**src/rtl/minbd_prio_tagger.sv**
```systemverilog
// MinBD priority tagger: tags arriving flits with gold/silver flags and a tie-break
// bit, registered once so the arbiter tree sees aligned, tagged flits. Also holds
// the golden-packet epoch state and the per-router LFSR.
module minbd_prio_tagger #(
    parameter int unsigned NUM_PORT    = 4,
    parameter int unsigned NUM_NODE    = 16,
    parameter int unsigned WIDTH_SRC   = 4,
    parameter int unsigned WIDTH_PKTID = 4,
    parameter int unsigned GOLD_EPOCH  = 64,
    parameter logic [15:0] LFSR_SEED   = 16'hACE1
) (
    input  logic                            clk,
    input  logic                            rst_n,
    input  logic                            en,
    input  logic [NUM_PORT-1:0]             in_vld,
    input  logic [NUM_PORT*WIDTH_SRC-1:0]   in_src,
    input  logic [NUM_PORT*WIDTH_PKTID-1:0] in_pktid,
    output logic [NUM_PORT-1:0]             out_vld,
    output logic [NUM_PORT-1:0]             out_gold,
    output logic [NUM_PORT-1:0]             out_silver,
    output logic                            rand_num,
    output logic [WIDTH_SRC-1:0]            gold_src,
    output logic [WIDTH_PKTID-1:0]          gold_pktid
);

    localparam int unsigned PortW  = (NUM_PORT > 1) ? $clog2(NUM_PORT) : 1;
    localparam int unsigned EpochW = $clog2(GOLD_EPOCH);
    // An all-zero LFSR would lock up, so a zero seed falls back to the default.
    localparam logic [15:0] SeedEff = (LFSR_SEED == 16'h0000) ? 16'hACE1 : LFSR_SEED;

    logic [EpochW-1:0]      r_epoch_cnt;
    logic [WIDTH_SRC-1:0]   r_gold_src;
    logic [WIDTH_PKTID-1:0] r_gold_pktid;
    logic [15:0]            r_lfsr;
    logic [NUM_PORT-1:0]    r_out_vld;
    logic [NUM_PORT-1:0]    r_out_gold;
    logic [NUM_PORT-1:0]    r_out_silver;
    logic                   r_rand_num;

    logic [NUM_PORT-1:0]    w_gold;
    logic [NUM_PORT-1:0]    w_cand;
    logic [NUM_PORT-1:0]    w_silver;
    logic                   w_found;
    logic                   w_fb;
    logic                   w_epoch_wrap;
    int unsigned            w_start;

    assign w_fb         = r_lfsr[15] ^ r_lfsr[13] ^ r_lfsr[12] ^ r_lfsr[10];
    assign w_epoch_wrap = (r_epoch_cnt == EpochW'(GOLD_EPOCH - 1));
    assign w_cand       = in_vld & ~w_gold;

    // Gold match against the golden id as registered before this edge's update.
    always_comb begin
        w_gold = '0;
        for (int unsigned p = 0; p < NUM_PORT; p++) begin
            w_gold[p] = in_vld[p]
                && (in_src[p*WIDTH_SRC +: WIDTH_SRC] == r_gold_src)
                && (in_pktid[p*WIDTH_PKTID +: WIDTH_PKTID] == r_gold_pktid);
        end
    end

    // Silver: first non-gold valid port at or after the LFSR-chosen start, cyclically.
    always_comb begin
        w_silver = '0;
        w_found  = 1'b0;
        w_start  = 32'(r_lfsr[PortW:1]) % NUM_PORT;
        for (int unsigned k = 0; k < NUM_PORT; k++) begin
            for (int unsigned p = 0; p < NUM_PORT; p++) begin
                if (!w_found && w_cand[p] && (p == (w_start + k) % NUM_PORT)) begin
                    w_silver[p] = 1'b1;
                    w_found     = 1'b1;
                end
            end
        end
    end

    // Golden epoch counter and golden id advance.
    always_ff @(posedge clk or negedge rst_n) begin
        if (!rst_n) begin
            r_epoch_cnt  <= '0;
            r_gold_src   <= '0;
            r_gold_pktid <= '0;
        end else if (en) begin
            if (w_epoch_wrap) begin
                r_epoch_cnt  <= '0;
                r_gold_pktid <= r_gold_pktid + 1'b1;
                if (r_gold_pktid == '1) begin
                    if (r_gold_src == WIDTH_SRC'(NUM_NODE - 1)) begin
                        r_gold_src <= '0;
                    end else begin
                        r_gold_src <= r_gold_src + 1'b1;
                    end
                end
            end else begin
                r_epoch_cnt <= r_epoch_cnt + 1'b1;
            end
        end
    end

    // Fibonacci LFSR, x^16+x^14+x^13+x^11+1, stepped only on enabled cycles.
    always_ff @(posedge clk or negedge rst_n) begin
        if (!rst_n) begin
            r_lfsr <= SeedEff;
        end else if (en) begin
            r_lfsr <= {r_lfsr[14:0], w_fb};
        end
    end

    // Output pipeline register; always runs regardless of en.
    always_ff @(posedge clk or negedge rst_n) begin
        if (!rst_n) begin
            r_out_vld    <= '0;
            r_out_gold   <= '0;
            r_out_silver <= '0;
            r_rand_num   <= 1'b0;
        end else begin
            r_out_vld    <= in_vld;
            r_out_gold   <= w_gold;
            r_out_silver <= w_silver;
            r_rand_num   <= r_lfsr[0];
        end
    end

    assign out_vld    = r_out_vld;
    assign out_gold   = r_out_gold;
    assign out_silver = r_out_silver;
    assign rand_num   = r_rand_num;
    assign gold_src   = r_gold_src;
    assign gold_pktid = r_gold_pktid;

endmodule

```
**config.mk**
```make
export PLATFORM = sky130hd
export DESIGN_NAME = minbd_prio_tagger
export DESIGN_NICKNAME = d
export VERILOG_FILES = /design/src/rtl/minbd_prio_tagger.sv
export SDC_FILE = /design/constraint.sdc
export NUM_CORES = 1
export LEC_CHECK = 0
export ABC_AREA = 1
export BUFFER_PORTS_ARGS = -buffer_cell sky130_fd_sc_hd__clkbuf_2
export CORE_MARGIN = 2
export CORE_UTILIZATION = 54
export DETAILED_ROUTE_END_ITERATION = 16
export PLACE_DENSITY_LB_ADDON = 0.12
export REMOVE_ABC_BUFFERS = 1
export SLEW_MARGIN = 15
export SYNTH_ARGS = -nofsm -noshare
export SYNTH_HDL_FRONTEND = slang
export SYNTH_SLANG_ARGS = --single-unit
```
**constraint.sdc**
```tcl
create_clock -name clk -period 2.3 [get_ports clk]
set_input_delay 0.46 -clock clk [delete_from_list [all_inputs] [get_ports clk]]
set_output_delay 0.46 -clock clk [all_outputs]
set_load 0.005 [all_outputs]
```
Yosys cells after proc, flatten, opt, wreduce, memory -nomap -nowiden
Index checks and enable logic that the tools add are counted.
{ "word_totals": {"ff_bits": 43, "latch_bits": 0, "mem_bits_rw": 0, "rom_bits": 0, "inputBits": 39, "out_inout_bits": 21, "wordCells": 134, "memories": 0} }
{ "op_classes": {"add_sub_neg": 6, "mul": 0, "div_mod_pow": 0, "magnitude_cmp": 0, "n_eq_ne": 23, "shifts": 0, "mux": 32, "bitwise": 5, "reduce_logical": 60} }
{ "ops": {"columns": ["cell", "count"], "rows": [
  ["$logic_not 32->1", 4],
  ["$logic_and 1x1->1", 39],
  ["$eq 4x4->1", 8],
  ["$mux 1", 30],
  ["$eq 2x2->1 const A", 8],
  ["$logic_not 1->1", 15],
  ["$add 4x1->4 const B", 2],
  ["$eq 1x2->1 const A", 4],
  ["$eq 4x4->1 const B", 2],
  ["$add 6x1->6 const B", 1],
  ["$eq 6x6->1 const B", 1],
  ["$mux 6", 1],
  ["$add 2x2->2 const B", 2],
  ["$and 4x4->4", 1],
  ["$mux 4", 1],
  ["$not 4->4", 1],
  ["$reduce_and 3->1", 1],
  ["$xor 1x1->1", 3],
  ["$add 2x1->2 const B", 1],
  ["$reduce_and 2->1", 1]
]} }

Depth between registers and ports, before layout
{ "logic_depth": {"ltp_word": 67, "ltp_mapped": 16, "depth_no_buf": 16} }

Worst setup path after synthesis
Ideal clock, no wire load.
{ "synth_timing": {"kind": "flip-flop to flip-flop", "start": "register r_gold_pktid[2], in the netlist gold_pktid[2]", "end": "register r_out_silver[3], in the netlist out_silver[3]", "setup_ps": 65, "arrival_time_ps": 1861, "required_time_ps": 2235, "setup_slack_ps": 374, "stages_incl_launch_ff": 14, "path_buffers": 1, "period_less_slack_ps": 1926, "path_cell_list": "dfrtp_1 buf_2 xor2_1 nor3_2 nand2_1 o21ai_4 nor2_2 nor2_4 nand4_4 nor2_4 nand4_4 nor2_4 nand4_1 nand2_1"} }
{ "synth_between": {"elab_chain_len": 66, "word_cells_on_any_way": 75, "classes_between": "eq/ne (4); mux (19); bitwise (2); reduce/logical (50)"} }
{ "synth_lines": {"columns": ["element", "line", "text"], "rows": [
  ["from (decl)", "33", "logic [WIDTH_PKTID-1:0] r_gold_pktid;"],
  ["from (signal assigned)", "86", "r_gold_pktid <= r_gold_pktid + 1'b1;"],
  ["$eq 4x4->1", "58", "&& (in_pktid[p*WIDTH_PKTID +: WIDTH_PKTID] == r_gold_pktid);"],
  ["$logic_and 1x1->1", "58", null],
  ["$not 4->4 (*)", "50", "assign w_cand = in_vld & ~w_gold;"],
  ["$and 4x4->4 (*)", "50", null],
  ["$logic_and 1x1->1", "69", "if (!w_found && w_cand[p] && (p == (w_start + k) % NUM_PORT)) begin"],
  ["$mux 1", "69", null],
  ["$logic_not 1->1", "69", null],
  ["$logic_and 1x1->1 (2 in a row)", "69", null],
  ["[... 48 more ...]", null, null],
  ["$mux 1", "69", null],
  ["$logic_not 1->1", "69", null],
  ["$logic_and 1x1->1 (2 in a row)", "69", null],
  ["$mux 1", "69", null],
  ["$logic_not 1->1", "69", null],
  ["$logic_and 1x1->1 (2 in a row)", "69", null],
  ["$mux 1 (*)", "69", null],
  ["via w_silver[3]", "42", "logic [NUM_PORT-1:0] w_silver;"],
  ["to (signal assigned)", "119", "r_out_silver <= w_silver;"],
  ["to (decl)", "37", "logic [NUM_PORT-1:0] r_out_silver;"]
]} }
Mark *: on every way through the listed nets, which the timed path passes. The rest lies on a longest branch.
A chain may end at the register's enable or synchronous reset.

Worst setup path in the final report
{ "layout_timing": {"start": "register r_gold_src[2], in the netlist gold_src[2]", "end": "register r_out_silver[3], in the netlist out_silver[3]"} }
{ "layout_between": {"elab_chain_len": 67, "word_cells_on_any_way": 79, "classes_between": "eq/ne (4); mux (19); bitwise (2); reduce/logical (54)"} }
{ "layout_lines": {"columns": ["element", "line", "text"], "rows": [
  ["from (decl)", "32", "logic [WIDTH_SRC-1:0] r_gold_src;"],
  ["from (signal assigned)", "91", "r_gold_src <= r_gold_src + 1'b1;"],
  ["$eq 4x4->1", "57", "&& (in_src[p*WIDTH_SRC +: WIDTH_SRC] == r_gold_src)"],
  ["$logic_and 1x1->1", "57", null],
  ["$logic_and 1x1->1", "58", null],
  ["$not 4->4 (*)", "50", null],
  ["$and 4x4->4 (*)", "50", null],
  ["$logic_and 1x1->1", "69", null],
  ["$mux 1", "69", null],
  ["$logic_not 1->1", "69", null],
  ["[... 50 more ...]", null, null],
  ["$mux 1", "69", null],
  ["$logic_not 1->1", "69", null],
  ["$logic_and 1x1->1 (2 in a row)", "69", null],
  ["$mux 1", "69", null],
  ["$logic_not 1->1", "69", null],
  ["$logic_and 1x1->1 (2 in a row)", "69", null],
  ["$mux 1 (*)", "69", null],
  ["via w_silver[3]", "42", null]
]} }
Marked as above.

==> implementation parameters <==
Parameter                              Value

Status
  Run status    completed

STA
  Max Clock Skew    9.015 ps
  Slew @ Worst Pin    551.7 ps
  Final critical-path required period    2140 ps
  Maximum achievable frequency    0.4673 GHz
  Total of endpoints with negative setup slack in the final report    0
  Max transition margin    63.22%
  Fin. max-slew vios    0
  Count of final hold-check violations    0
  Final critical-path share of the clock period    93.04%

Critical path
  Largest fanout of any net on the critical path    8
  R2R setup slack    160 ps
  Cell repeated most along the worst path    sky130_fd_sc_hd__nand2_1
  Worst setup path startpoint    gold_src[2]$_DFFE_PN0P_
  Launching point of the worst reg2reg path    gold_src[2]$_DFFE_PN0P_
  Crit path DAT    2380 ps
  Type of element capturing the critical path    flop
  Type of origin of the critical path    flop
  Endpoint of the lowest-slack register-to-register path    out_silver[3]$_DFF_PN0_
  Slowest stage delay, CP    460 ps
  Worst setup path category    flop to flop
  Critical-path top delay cell    sky130_fd_sc_hd__dfrtp_2
  Ordered cell list for the critical path    buf_4 > nand2_1 > nand2_1 > nand2_1 > nor2_2 > nand3_2 > nand3_2 > nand3_2 > nor2_4 > nand4_4 > nor2_4 > nand4_4 > nor2_4 > nand4_1 > nand2_1
  Worst-case reg-to-reg path depth    15
  Critical Path RT    2540 ps

Clock network
  Buffer depth of the longest clock path    2
  H-tree levels    2
  TritonCTS clock tree    done
  Cell at the root of the clock tree    sky130_fd_sc_hd__clkbuf_8
  Clock buffer count from CTS    5
  Clock insertion delay at the later pin of the skew report    300 ps
  Sinks on the clock net    43
  Clock slew at reported path FFs    90 ps

Flow run
  Max-cap check violation count    0

Final layout
  Design area    3229 µm²
  Fill cell instance count of the final layout    424
  Area used by multi-input combinational logic    1325 µm²
  Inserted Diodes    0
  Layout overhead on the synthesized area    21.17%
  Sequential cell area    1095 µm²
  Number of nets in the layout    467
  Share of cells above drive strength 1    31.46%

Logic synthesis
  Post-synth top flop    sky130_fd_sc_hd__dfrtp_1
  Number of flops mapped to enable cells by yosys    0
  Ys async rst share    100.0%
  Cell area after synthesis    2665 µm²
  Synth warn    0
  Share of the yosys chip area belonging to registers    40.75%
  Post-synthesis cell type count    39
  Number of storage elements in the synthesis netlist    43
  Post-Synthesis Cells    350
  Average instance area after synthesis    7.614 µm²

Drt
  Avg Vias per Cell    5.041
  DRC violation count after routing    0
  Total wire length after detailed routing    6215 µm
  Antenna Violating Nets Remaining    0
  Vias after detailed routing    2485
  DRC violation total after the first TritonRoute iteration    123
  Avg WL per Cell    12.61 µm
  Detailed-router iteration count before antenna repair    4

Power and ir drop
  Worst vdd rail ir drop    0.6562 mV
  Power per unit of standard cell area    825.3 nW/µm²
  Post-route total power    0.002665 W
  Reported leakage power    1.712 nW

Global route
  Overall Global Routing Usage    24.01%
  Pin count of the biggest net entering global routing    23
  Number of global-route vias before repair    2359
  GRT overflow    0
  Global-route wire length before repair    10060 µm
  Antenna violations before repair    0

Floorplanning
  CORE AREA    4755 µm²
  Die height    74.25 µm
  Width of the die    74.25 µm
  Number of rows in the core area    25
  Total Die Area    5513 µm²
  I/O pin cnt    60
  Starting Density    56.05%

Placed design
  Port Buffers    59
  Post-detail-place hpwl    4735 µm
  Dpl cell area    3049 µm²
  RD Place Congestion    0.9362

Min path
  Worst min-delay path class    primary input to async pin
==> metal layers <==
metal | GRT usage (%) | up-vias | share of wire [%]
met5 | 0 | - | 0
met4 | 10.91 | 0 | 1.8
met3 | 5.420 | 15 | 4.8
met2 | 39.78 | 70 | 48
met1 | 30.08 | 1118 | 46
li1 | - | 1282 | -
==> flip-flops by register name (all words and copies together), names as in the netlist <==
signal	flops
gold_pktid	4
gold_src	4
out_gold	4
out_silver	4
out_vld	4
r_epoch_cnt	6
r_lfsr	16
rand_num	1
==> what timing repair did <==
item                                    in CTS  in global routing
resized for setup                            0                 13
endpoints found under the setup margin       0                  4
endpoints found under the hold margin        0                  0
hold buffers                                 0                  0
buffers inserted                             0                 10
==> worst max-delay path: cells and delay by family, from the launching register on <==
family        cells  cell delay (ps)
simple gates     14             1440
flops             1              460
buf+inv           1              160
==> cells in the mapped netlist (3+ instances only) <==
master	n	area share, %
sky130_fd_sc_hd__nand4_1	10	2.3
sky130_fd_sc_hd__nor2_2	4	0.94
sky130_fd_sc_hd__nand3_2	5	1.9
sky130_fd_sc_hd__nand3_1	15	2.8
sky130_fd_sc_hd__ha_1	3	1.4
sky130_fd_sc_hd__a21oi_1	5	0.94
sky130_fd_sc_hd__xnor2_1	6	2.0
sky130_fd_sc_hd__nor3_1	7	1.3
sky130_fd_sc_hd__a31oi_1	3	0.70
sky130_fd_sc_hd__nor2_1	24	3.4
sky130_fd_sc_hd__dfrtp_1	35	33
sky130_fd_sc_hd__nor2_4	3	1.3
sky130_fd_sc_hd__nor4_1	4	0.94
sky130_fd_sc_hd__xor2_1	11	3.6
sky130_fd_sc_hd__nand2_1	91	13
sky130_fd_sc_hd__inv_2	6	0.85
sky130_fd_sc_hd__dfstp_2	8	7.9
sky130_fd_sc_hd__inv_1	52	7.3
sky130_fd_sc_hd__o21ai_0	26	4.9
sky130_fd_sc_hd__clkbuf_1	3	0.42
sky130_fd_sc_hd__nand2_2	6	1.4
==> power by group <==
| group | internal, W | switching [W] | leakage, nW | total, W |
|---|---|---|---|---|
| Combinational | 0.000439 | 0.000587 | 1.16 | 0.00103 |
| Sequential | 0.000971 | 0.000178 | 0.504 | 0.00115 |
| Clock | 0.000215 | 0.000275 | 0.0452 | 0.000490 |
==> worst max path at each step <==
stage	to	slack, ps	cells after the start
2_1_floorplan	out_silver[3]$_DFF_PN0_	300	14
3_3_place_gp	out_silver[2]$_DFF_PN0_	130	14
3_5_place_dp	out_silver[3]$_DFF_PN0_	40	14
4_1_cts	out_silver[3]$_DFF_PN0_	10	14
5_1_grt	out_silver[2]$_DFF_PN0_	-1	15
6_report	out_silver[3]$_DFF_PN0_	160	15
==> cells in the final DEF (no fill, tap or decap), types with 2 or more instances in the layout <==
cell type,instances
sky130_fd_sc_hd__nand3_2,5
sky130_fd_sc_hd__a21oi_1,5
sky130_fd_sc_hd__or2_1,2
sky130_fd_sc_hd__or2_2,2
sky130_fd_sc_hd__buf_4,15
sky130_fd_sc_hd__nor2_1,23
sky130_fd_sc_hd__nor2_4,3
sky130_fd_sc_hd__xor2_1,11
sky130_fd_sc_hd__nor2_2,5
sky130_fd_sc_hd__clkbuf_2,60
sky130_fd_sc_hd__dfrtp_2,7
sky130_fd_sc_hd__nand4_4,2
sky130_fd_sc_hd__nor3_1,6
sky130_fd_sc_hd__nand4_1,10
sky130_fd_sc_hd__nand3_1,15
sky130_fd_sc_hd__ha_1,3
sky130_fd_sc_hd__a21boi_1,2
sky130_fd_sc_hd__nand2_2,7
sky130_fd_sc_hd__nor3_2,2
sky130_fd_sc_hd__a31oi_1,3
sky130_fd_sc_hd__o21ai_0,26
sky130_fd_sc_hd__nand2_1,90
sky130_fd_sc_hd__dfrtp_1,28
sky130_fd_sc_hd__inv_1,50
sky130_fd_sc_hd__inv_2,7
sky130_fd_sc_hd__inv_4,2
sky130_fd_sc_hd__dfstp_2,8
sky130_fd_sc_hd__nor4_1,4
sky130_fd_sc_hd__clkbuf_8,5
sky130_fd_sc_hd__xnor2_1,6
==> layout make-up <==
type,count,share of cell area (%)
multi-input combinational,241,41.03
clock buffer,6,2.247
timing repair buffer,75,12.79
clock inverter,2,0.4262
sequential,43,33.90
inverter,59,7.013
tap,67,2.596
==> metrics by stage <==
stage	hold slack [ps]	setup TNS [ps]	instances	util, %	setup slack [ps]
4_1_cts	138.8	0	483	65.95	11.14
3_3_place_gp	402.2	0	475	64.13	133.5
2_1_floorplan	164.4	0	343	-	301.0
3_5_place_dp	406.1	0	475	64.13	43.52
5_1_grt	155.4	-1.207	493	67.92	-1.207
6_report	131.5	0	493	67.92	160.2
==> logic make-up after synthesis <==
family	share of synthesized area (%)
simple gates	32.77
fa+ha+maj	1.409
flops	40.75
compound gates	9.578
buf+inv	9.906
xor+xnor	5.587
No activity file was read; power rests on OpenSTA's default activity.
